<file path="src/rtl/sweep_peak_tracker_pkg.sv">
`default_nettype none
// ============================================================================
// Module      : sweep_peak_tracker_pkg
// Description : Shared types and constants for the sweep peak tracker:
//               FSM state encoding, ADC sample width, the bit range used
//               for the peak comparison, and the sample counter width.
// Revision    : 1.0 - initial release
// ============================================================================
package sweep_peak_tracker_pkg;

    typedef enum logic [1:0] {
        S_IDLE  = 2'd0,
        S_SWEEP = 2'd1,
        S_DONE  = 2'd2
    } state_t;

    localparam int c_adc_w   = 10;
    // Only the upper six ADC bits take part in the peak decision; the low
    // nibble is treated as noise.
    localparam int c_cmp_msb = 9;
    localparam int c_cmp_lsb = 4;
    localparam int c_cnt_w   = 10;

endpackage : sweep_peak_tracker_pkg
`default_nettype wire

</file>
<file path="src/rtl/voltage_comparator.sv">
`default_nettype none
// ============================================================================
// Module      : voltage_comparator
// Description : Combinational magnitude comparator on a bit slice of two
//               sample words. gt is high when pv[MSB:LSB] > lv[MSB:LSB].
// Ports       : pv  - present value
//               lv  - last (stored) value
//               gt  - present slice strictly greater than last slice
// Revision    : 1.0 - initial release
// ============================================================================
module voltage_comparator #(
    parameter int WIDTH = 10,
    parameter int MSB   = 9,
    parameter int LSB   = 4     // must be >= 1: the bits below LSB are ignored
) (
    input  logic [WIDTH-1:0] pv,
    input  logic [WIDTH-1:0] lv,
    output logic             gt
);

    // Bits below LSB never influence the decision.
    logic w_unused_lsbs;
    assign w_unused_lsbs = ^{pv[LSB-1:0], lv[LSB-1:0]};

    assign gt = (pv[MSB:LSB] > lv[MSB:LSB]);

endmodule : voltage_comparator
`default_nettype wire

</file>
<file path="src/rtl/sweep_peak_tracker.sv">
`default_nettype none
// ============================================================================
// Module      : sweep_peak_tracker
// Description : Tracks the peak ADC sample (and the position at which it was
//               seen) over a sweep of N_SAMPLES accepted samples.
//               IDLE -> SWEEP on start, SWEEP -> DONE after the last sample,
//               DONE -> IDLE after a one-cycle done pulse. abort returns to
//               IDLE from SWEEP keeping the partial peak.
// Ports       : clk, rst (async, active high)
//               start, abort         - sweep control
//               adc_data, adc_valid  - sample stream
//               position             - position tagged to the current sample
//               max_value, max_pos   - captured peak and its position
//               busy                 - high in SWEEP
//               done                 - one-cycle completion pulse
// Revision    : 1.0 - initial release
// ============================================================================
module sweep_peak_tracker
    import sweep_peak_tracker_pkg::*;
#(
    parameter int N_SAMPLES = 180,
    parameter int POS_W     = 8
) (
    input  logic               clk,
    input  logic               rst,
    input  logic               start,
    input  logic               abort,
    input  logic [9:0]         adc_data,
    input  logic               adc_valid,
    input  logic [POS_W-1:0]   position,
    output logic [9:0]         max_value,
    output logic [POS_W-1:0]   max_pos,
    output logic               busy,
    output logic               done
);

    localparam logic [c_cnt_w-1:0] c_last_cnt = c_cnt_w'(N_SAMPLES - 1);

    state_t               r_state;
    logic [c_cnt_w-1:0]   r_count;
    logic [c_adc_w-1:0]   r_max_value;
    logic [POS_W-1:0]     r_max_pos;
    logic                 r_busy;
    logic                 r_done;
    logic                 w_gt;

    voltage_comparator #(
        .WIDTH (c_adc_w),
        .MSB   (c_cmp_msb),
        .LSB   (c_cmp_lsb)
    ) u_cmp (
        .pv (adc_data),
        .lv (r_max_value),
        .gt (w_gt)
    );

    always_ff @(posedge clk or posedge rst) begin
        if (rst) begin
            r_state     <= S_IDLE;
            r_count     <= '0;
            r_max_value <= '0;
            r_max_pos   <= '0;
            r_busy      <= 1'b0;
            r_done      <= 1'b0;
        end else begin
            case (r_state)
                S_IDLE: begin
                    r_done <= 1'b0;
                    // abort has no meaning here, so start always wins.
                    if (start) begin
                        r_state     <= S_SWEEP;
                        r_busy      <= 1'b1;
                        r_count     <= '0;
                        r_max_value <= '0;
                        r_max_pos   <= '0;
                    end
                end
                S_SWEEP: begin
                    if (abort) begin
                        // A sample arriving with abort is dropped.
                        r_state <= S_IDLE;
                        r_busy  <= 1'b0;
                    end else if (adc_valid) begin
                        // Strict greater-than: ties keep the earlier capture.
                        if (w_gt) begin
                            r_max_value <= adc_data;
                            r_max_pos   <= position;
                        end
                        r_count <= r_count + 1'b1;
                        if (r_count == c_last_cnt) begin
                            r_state <= S_DONE;
                            r_busy  <= 1'b0;
                            r_done  <= 1'b1;
                        end
                    end
                end
                S_DONE: begin
                    r_state <= S_IDLE;
                    r_done  <= 1'b0;
                end
                default: begin
                    r_state <= S_IDLE;
                    r_busy  <= 1'b0;
                    r_done  <= 1'b0;
                end
            endcase
        end
    end

    assign max_value = r_max_value;
    assign max_pos   = r_max_pos;
    assign busy      = r_busy;
    assign done      = r_done;

endmodule : sweep_peak_tracker
`default_nettype wire

</file>
<file path="config.mk">
export PLATFORM = sky130hd
export DESIGN_NAME = sweep_peak_tracker
export DESIGN_NICKNAME = d
export VERILOG_FILES = /design/src/rtl/sweep_peak_tracker_pkg.sv /design/src/rtl/voltage_comparator.sv /design/src/rtl/sweep_peak_tracker.sv
export SDC_FILE = /design/constraint.sdc
export NUM_CORES = 1
export LEC_CHECK = 0
export ABC_AREA = 1
export CAP_MARGIN = 10
export CORE_MARGIN = 2
export CORE_UTILIZATION = 50
export DETAILED_ROUTE_END_ITERATION = 8
export PLACE_DENSITY = 0.8
export SLEW_MARGIN = 30
export SYNTH_ARGS = -nofsm -noshare
export SYNTH_HDL_FRONTEND = slang
export SYNTH_SLANG_ARGS = --single-unit
</file>
<file path="constraint.sdc">
create_clock -name clk -period 3.84 [get_ports clk]
set_input_delay 0.768 -clock clk [delete_from_list [all_inputs] [get_ports clk]]
set_output_delay 0.768 -clock clk [all_outputs]
set_load 0.03 [all_outputs]
</file>
==> results of run 1 <==
registers in the layout, summed over array words and instances (netlist names):
name / flops
busy: 1
done: 1
max_pos: 8
max_value: 10
r_count: 10
r_state: 2
cell type report:
class	instances	area, sq um
Sequential cell	32	800.8
Clock inverter	2	35.03
Timing Repair Buffer	43	427.9
Clock buffer	6	72.57
Inverter	46	172.7
Tap cell	48	60.06
Multi-Input combinational cell	172	829.5
Fill cell	313	1207
metrics by stage:
| stage | utilization [%] | hold WS [ns] | power (mW) | cells | area, sq um |
|---|---|---|---|---|---|
| 2_1_floorplan | - | 0.4844 | 0.7435 | 257 | 1847 |
| 3_3_place_gp | 63.53 | 0.4545 | 0.9080 | 341 | 2291 |
| 3_5_place_dp | 63.53 | 0.4584 | 0.9149 | 341 | 2291 |
| 4_1_cts | 66.52 | 0.4754 | 1.235 | 349 | 2399 |
| 5_1_grt | 66.52 | 0.4879 | 1.304 | 349 | 2399 |
| 6_report | 66.52 | 0.4705 | 1.224 | 349 | 2399 |
placed cells by master, fill, tap and decap left out, drive strengths merged:
cell	Yosys	layout
clkdlybuf4s50	0	42
a21oi	7	7
nor2	33	33
o21ai	7	7
buf	5	1
nand3	25	25
nand2	77	77
mux2i	1	1
inv	46	46
xnor2	1	1
ha	7	7
clkbuf	2	6
xor2	2	2
clkinv	0	1
nor3	1	1
bufinv	0	1
o22a	1	1
o31ai	2	2
dfrtp	32	32
nand4	8	8
metal layers:
layer,vias up,wire length (um)
met5,-,0
met4,0,104
met3,13,229
met2,49,1863
met1,767,1740
li1,878,-
worst min path at each step:
stage	startpoint	end	slack, ns	depth (start not counted)
after floorplan	r_state[0]$_DFFE_PP0P_	busy$_DFFE_PP0P_	0.48	1
after global placement	max_pos[6]$_DFFE_PP0P_	max_pos[6]$_DFFE_PP0P_	0.45	2
after detailed placement	max_value[2]$_DFFE_PP0P_	max_value[2]$_DFFE_PP0P_	0.46	2
after CTS	max_value[2]$_DFFE_PP0P_	max_value[2]$_DFFE_PP0P_	0.48	2
after global routing	max_value[2]$_DFFE_PP0P_	max_value[2]$_DFFE_PP0P_	0.49	2
final	max_value[2]$_DFFE_PP0P_	max_value[2]$_DFFE_PP0P_	0.47	2
kinds of logic after synthesis:
logic type	after synthesis	synth area share, %
AOI/OAI and AO/OA	17	5.284
xor gates and xnor gates	3	1.423
DFF	32	43.36
and+or+nand+nor	144	32.93
adders and majority gates	7	4.742
muxes	1	0.5420
buffers and inverters	53	11.72
worst min-delay path, delay by kind of cell, from the launching register on:
kind	cells	cell delay [ns]
and+or+nand+nor	2	0.09
DFF	1	0.35
power breakdown:
part | switching, mW | internal (mW)
Clock | 0.125 | 0.192
Sequential | 0.0447 | 0.399
Combinational | 0.283 | 0.180
Total | 0.453 | 0.771
==> impl_metrics.tcl, run 1 <==
set metrics [dict create \
    max_slew_margin_pct 51.05 \
    drt-total-wl_um 3937 \
    io_buffers 42 \
    setup-tns-final_ns 0 \
    cts.clk_slew.worst_paths_ns 0.07 \
    synth_cell_types 25 \
    cts_root_buf "clkbuf_8" \
    ys.flop_type "dfrtp_1" \
    cts_buffers 5 \
    clk_latency_ns 0.29 \
    hold_class "reg2reg" \
    critPathBufInv 1 \
    worstPathRequired_ns 4.01 \
    antenna_found_initial 0 \
    crit_type "in2reg" \
    drt-pass1-iter-count 4 \
    drv_cap 0 \
    setup_viol 0 \
    slowest_delay_ns 0.44 \
    ir_worst_vdd_mv 0.2417 \
    final_hold_viol_count 0 \
    synth_top_cell_area_share_pct 43.36 \
    dieArea_sq_um 4196 \
    clockBufferDepth 2 \
    r2r-end "max_pos[5]$_DFFE_PP0P_" \
    cts_setup_buffers 0 \
    busiest_layer "met2" \
    ys_top_cells_by_count "nand2_1 (74), inv_1 (45), dfrtp_1 (32), nor2_1 (32), nand3_1 (25)" \
    startpoint_type "input port" \
    crit_top_cell "nand2_1" \
    path_delay_family "simple AND/OR/NAND/NOR gates" \
    status "completed" \
    crit_path_top_delay_cell "clkdlybuf4s50_1" \
    grt.overflow.total 0 \
    nets 330 \
    drt-initial-drc-count 134 \
    post-route-min-period_ns 2.429 \
    ctsHoldBuffers 0 \
    dpl.hpwl_um 2853 \
    io_pins 43 \
    drive_above_1_share_pct 4.651 \
    wl_per_cell_um 11.28 \
    use_met1_pct 26.51 \
    synth_seq_cells 32 \
    finalMaxSlewViolations 0 \
    num_vias 1707 \
    gp_congestion 0.8996 \
    die_w_um 64.78 \
    cts.htree.levels 2 \
    power_density_nw_per_um2 510.3 \
    cts_sinks 32 \
    antenna_left 0 \
    grt_pass1_wl_um 6996 \
    synth_nets 287 \
    worst_slew_pin_slew_ns 0.7343 \
    drc 0 \
    core_sq_um 3606 \
    worst_r2r_startpoint "r_state[1]$_DFFE_PP0P_" \
    async_flop_share_pct 100.0 \
    end_kind "flop" \
    finalCritPeriodShare_pct 63.25 \
    ys.warnings.count 0 \
    cts.repair.resized 0 \
    synth-edff-count 0 \
    use_met3_pct 5.903 \
    avgSynthCellArea_sq_um 7.186 \
    r2r_slack_ns 1.69 \
    grt_pass1_vias 1595 \
    critPathMaxFanout 19 \
    yosys-top-cells-area "dfrtp_1 (43%), nand2_1 (15%), inv_1 (9.1%)" \
    layout-area-overhead-vs-synth_pct 29.88 \
    netlist_instances 257 \
    grtUsageMet2_pct 35.31 \
    synth_seq_area_share_pct 43.36 \
    rows 22 \
    antenna_cells 0 \
    fp.dieH_um 64.78 \
    rr_worst_depth 6 \
    cts_tree "yes" \
    finalWorstSetupSlack_ns 1.411 \
    rsz0062_at_grt "false" \
    path_cells "clkdlybuf4s50_1, ha_1, nand2_1, nor2_1, nand2_1, nand3_1, nand2_1, nand2_2, nand2_4, nand2_1, nand2_1" \
    pre_cts_ws_ns 1.118 \
    finClkSkew_ns 0.005937 \
    synth_area_leader_cell "dfrtp_1" \
    grt_max_degree 33 \
    crit_end "max_pos[5]$_DFFE_PP0P_" \
    viasPerCell 4.891 \
    fmax_mhz 411.7 \
    startpoint "adc_data[9]" \
    p_leak_nw 1.242 \
    crit_cells 11 \
    syn_area_sq_um 1847 \
    track_usage_pct 21.57 \
    worstPathArrival_ns 2.60 \
    start_util_pct 51.21 \
    synth.most_common_cell "nand2_1" \
]
No activity file was read; power rests on OpenSTA's default activity.
==> run 2: changes to the inputs <==
==> constraint.sdc (replaced) <==
create_clock -name clk -period 2.48 [get_ports clk]
set_input_delay 0.496 -clock clk [delete_from_list [all_inputs] [get_ports clk]]
set_output_delay 0.496 -clock clk [all_outputs]
set_load 0.03 [all_outputs]
==> run 2 against run 1 <==
Net effect: via count shrank 1.8%; die area is the same; design area grew 0.21%; non-clock buffer count grew 3; highest routed layer unchanged; critical path type unchanged; critical path depth is the same.
==> impl_metrics.tcl, run 2 (synthesis results as in run 1) <==
set metrics [dict create \
    path_cells "clkdlybuf4s50_1, ha_1, nand2_1, nor2_1, nand2_1, nand3_1, nand2_1, nand2_2, nand2_4, nand2_1, nand2_1" \
    clk_latency_ns 0.28 \
    grt_pass1_vias 1594 \
    final_common_cell "nand2_1" \
    core_sq_um 3606 \
    status "completed" \
    worstPathArrival_ns 2.15 \
    crit_type "in2reg" \
    io_pins 43 \
    dieArea_sq_um 4196 \
    grtUsageMet2_pct 35.95 \
    dpl.hpwl_um 2866 \
    r2r_slack_ns 0.73 \
    clockBufferDepth 2 \
    fp.dieH_um 64.78 \
    die_w_um 64.78 \
    setup_viol 0 \
    final_hold_viol_count 0 \
    cts.htree.levels 2 \
    num_vias 1676 \
    ctsHoldBuffers 0 \
    wl_per_cell_um 10.90 \
    cts_sinks 32 \
    worst_slew_pin_slew_ns 0.4489 \
    cts.clk_slew.worst_paths_ns 0.07 \
    antenna_cells 0 \
    nets 333 \
    ir_worst_vdd_mv 0.4034 \
    hold_class "reg2reg" \
    use_met3_pct 6.424 \
    rsz0062_at_grt "false" \
    grt_pass1_wl_um 6900 \
    fmax_mhz 505.8 \
    max_slew_margin_pct 69.97 \
    worstPathRequired_ns 2.65 \
    drt-total-wl_um 3836 \
    viasPerCell 4.761 \
    io_buffers 42 \
    post-route-min-period_ns 1.977 \
    critPathMaxFanout 18 \
    use_met1_pct 26.17 \
    layout_common_cells "nand2_1 (74), inv_1 (45), clkdlybuf4s50_1 (42), nor2_1 (32), dfrtp_1 (32)" \
    cts_tree "yes" \
    layout-area-overhead-vs-synth_pct 30.15 \
    dp_cells 344 \
    slowest_delay_ns 0.44 \
    cts_buffers 5 \
    critPathBufInv 1 \
    antenna_left 0 \
    setup-tns-final_ns 0 \
    grt.overflow.total 0 \
    start_util_pct 51.21 \
    cts.repair.resized 0 \
    drt-pass1-iter-count 6 \
    drv_cap 0 \
    track_usage_pct 21.08 \
    finClkSkew_ns 0.003072 \
    instances_no_fill 352 \
    p_leak_nw 1.246 \
    startpoint_type "input port" \
    finalMaxSlewViolations 0 \
    drive_above_1_share_pct 5.263 \
    crit_path_top_delay_cell "clkdlybuf4s50_1" \
    finalCritPeriodShare_pct 79.72 \
    power_density_nw_per_um2 758.5 \
    path_delay_family "simple AND/OR/NAND/NOR gates" \
    end_kind "flop" \
    cts_root_buf "clkbuf_8" \
    rows 22 \
    cts_setup_buffers 0 \
    gp_congestion 0.8988 \
    drt-initial-drc-count 128 \
    busiest_layer "met2" \
    grt_max_degree 33 \
    drc 0 \
    crit_top_cell "nand2_1" \
    antenna_found_initial 0 \
]
[run 2: cell count changes in the layout (fill, tap and decap cells not counted), sizes merged]
cell / delta
clkbuf: +2
bufinv: -1
clkinv: -1
buf: +3
[run 2: area by class of cell]
cell class	count	area (sq um)
multi-input combinational	172	829.5
sequential	32	800.8
clock buffer	8	90.09
timing repair buffer	46	450.4
fill	311	1202
tap	48	60.06
inverter	46	172.7
[run 2: per-stage QoR]
step           area, sq um  setup WS, ns  hold WS (ns)  total power, mW  util [%]
6_report              2404        0.5029        0.4695            1.823     66.66
5_1_grt               2404        0.3386        0.4850            1.957     66.66
4_1_cts               2404        0.4982        0.4766            1.851     66.66
3_5_place_dp          2313        0.1983        0.4600            1.428     64.16
3_3_place_gp          2313        0.2697        0.4546            1.414     64.16
2_1_floorplan         1847        0.6786        0.4844            1.151         -
[run 2: where the power goes]
group	internal [mW]	switching (mW)
Combinational	0.290	0.434
Sequential	0.618	0.0654
Clock	0.226	0.189
[run 2: final timing paths]
kind / from / end / cells after the start
max: adc_data[9] / max_value[3]$_DFFE_PP0P_ / 11
min: max_value[2]$_DFFE_PP0P_ / max_value[2]$_DFFE_PP0P_ / 2
max reg2reg: r_state[1]$_DFFE_PP0P_ / max_value[8]$_DFFE_PP0P_ / 6
min reg2reg: max_value[2]$_DFFE_PP0P_ / max_value[2]$_DFFE_PP0P_ / 2
max in group asynchronous: rst / busy$_DFFE_PP0P_ / 3
min in group asynchronous: rst / r_count[8]$_DFFE_PP0P_ / 3
[run 2: per-layer routing]
metal / up-vias / wire length, um
met5: - / 0
met4: 0 / 18
met3: 2 / 196
met2: 37 / 1861
met1: 752 / 1760
li1: 885 / -
[run 2: tightest hold or removal path: cells and delay by family (launching register included)]
family,cells,cell delay (ns)
DFF,1,0.34
and+or+nand+nor,2,0.09
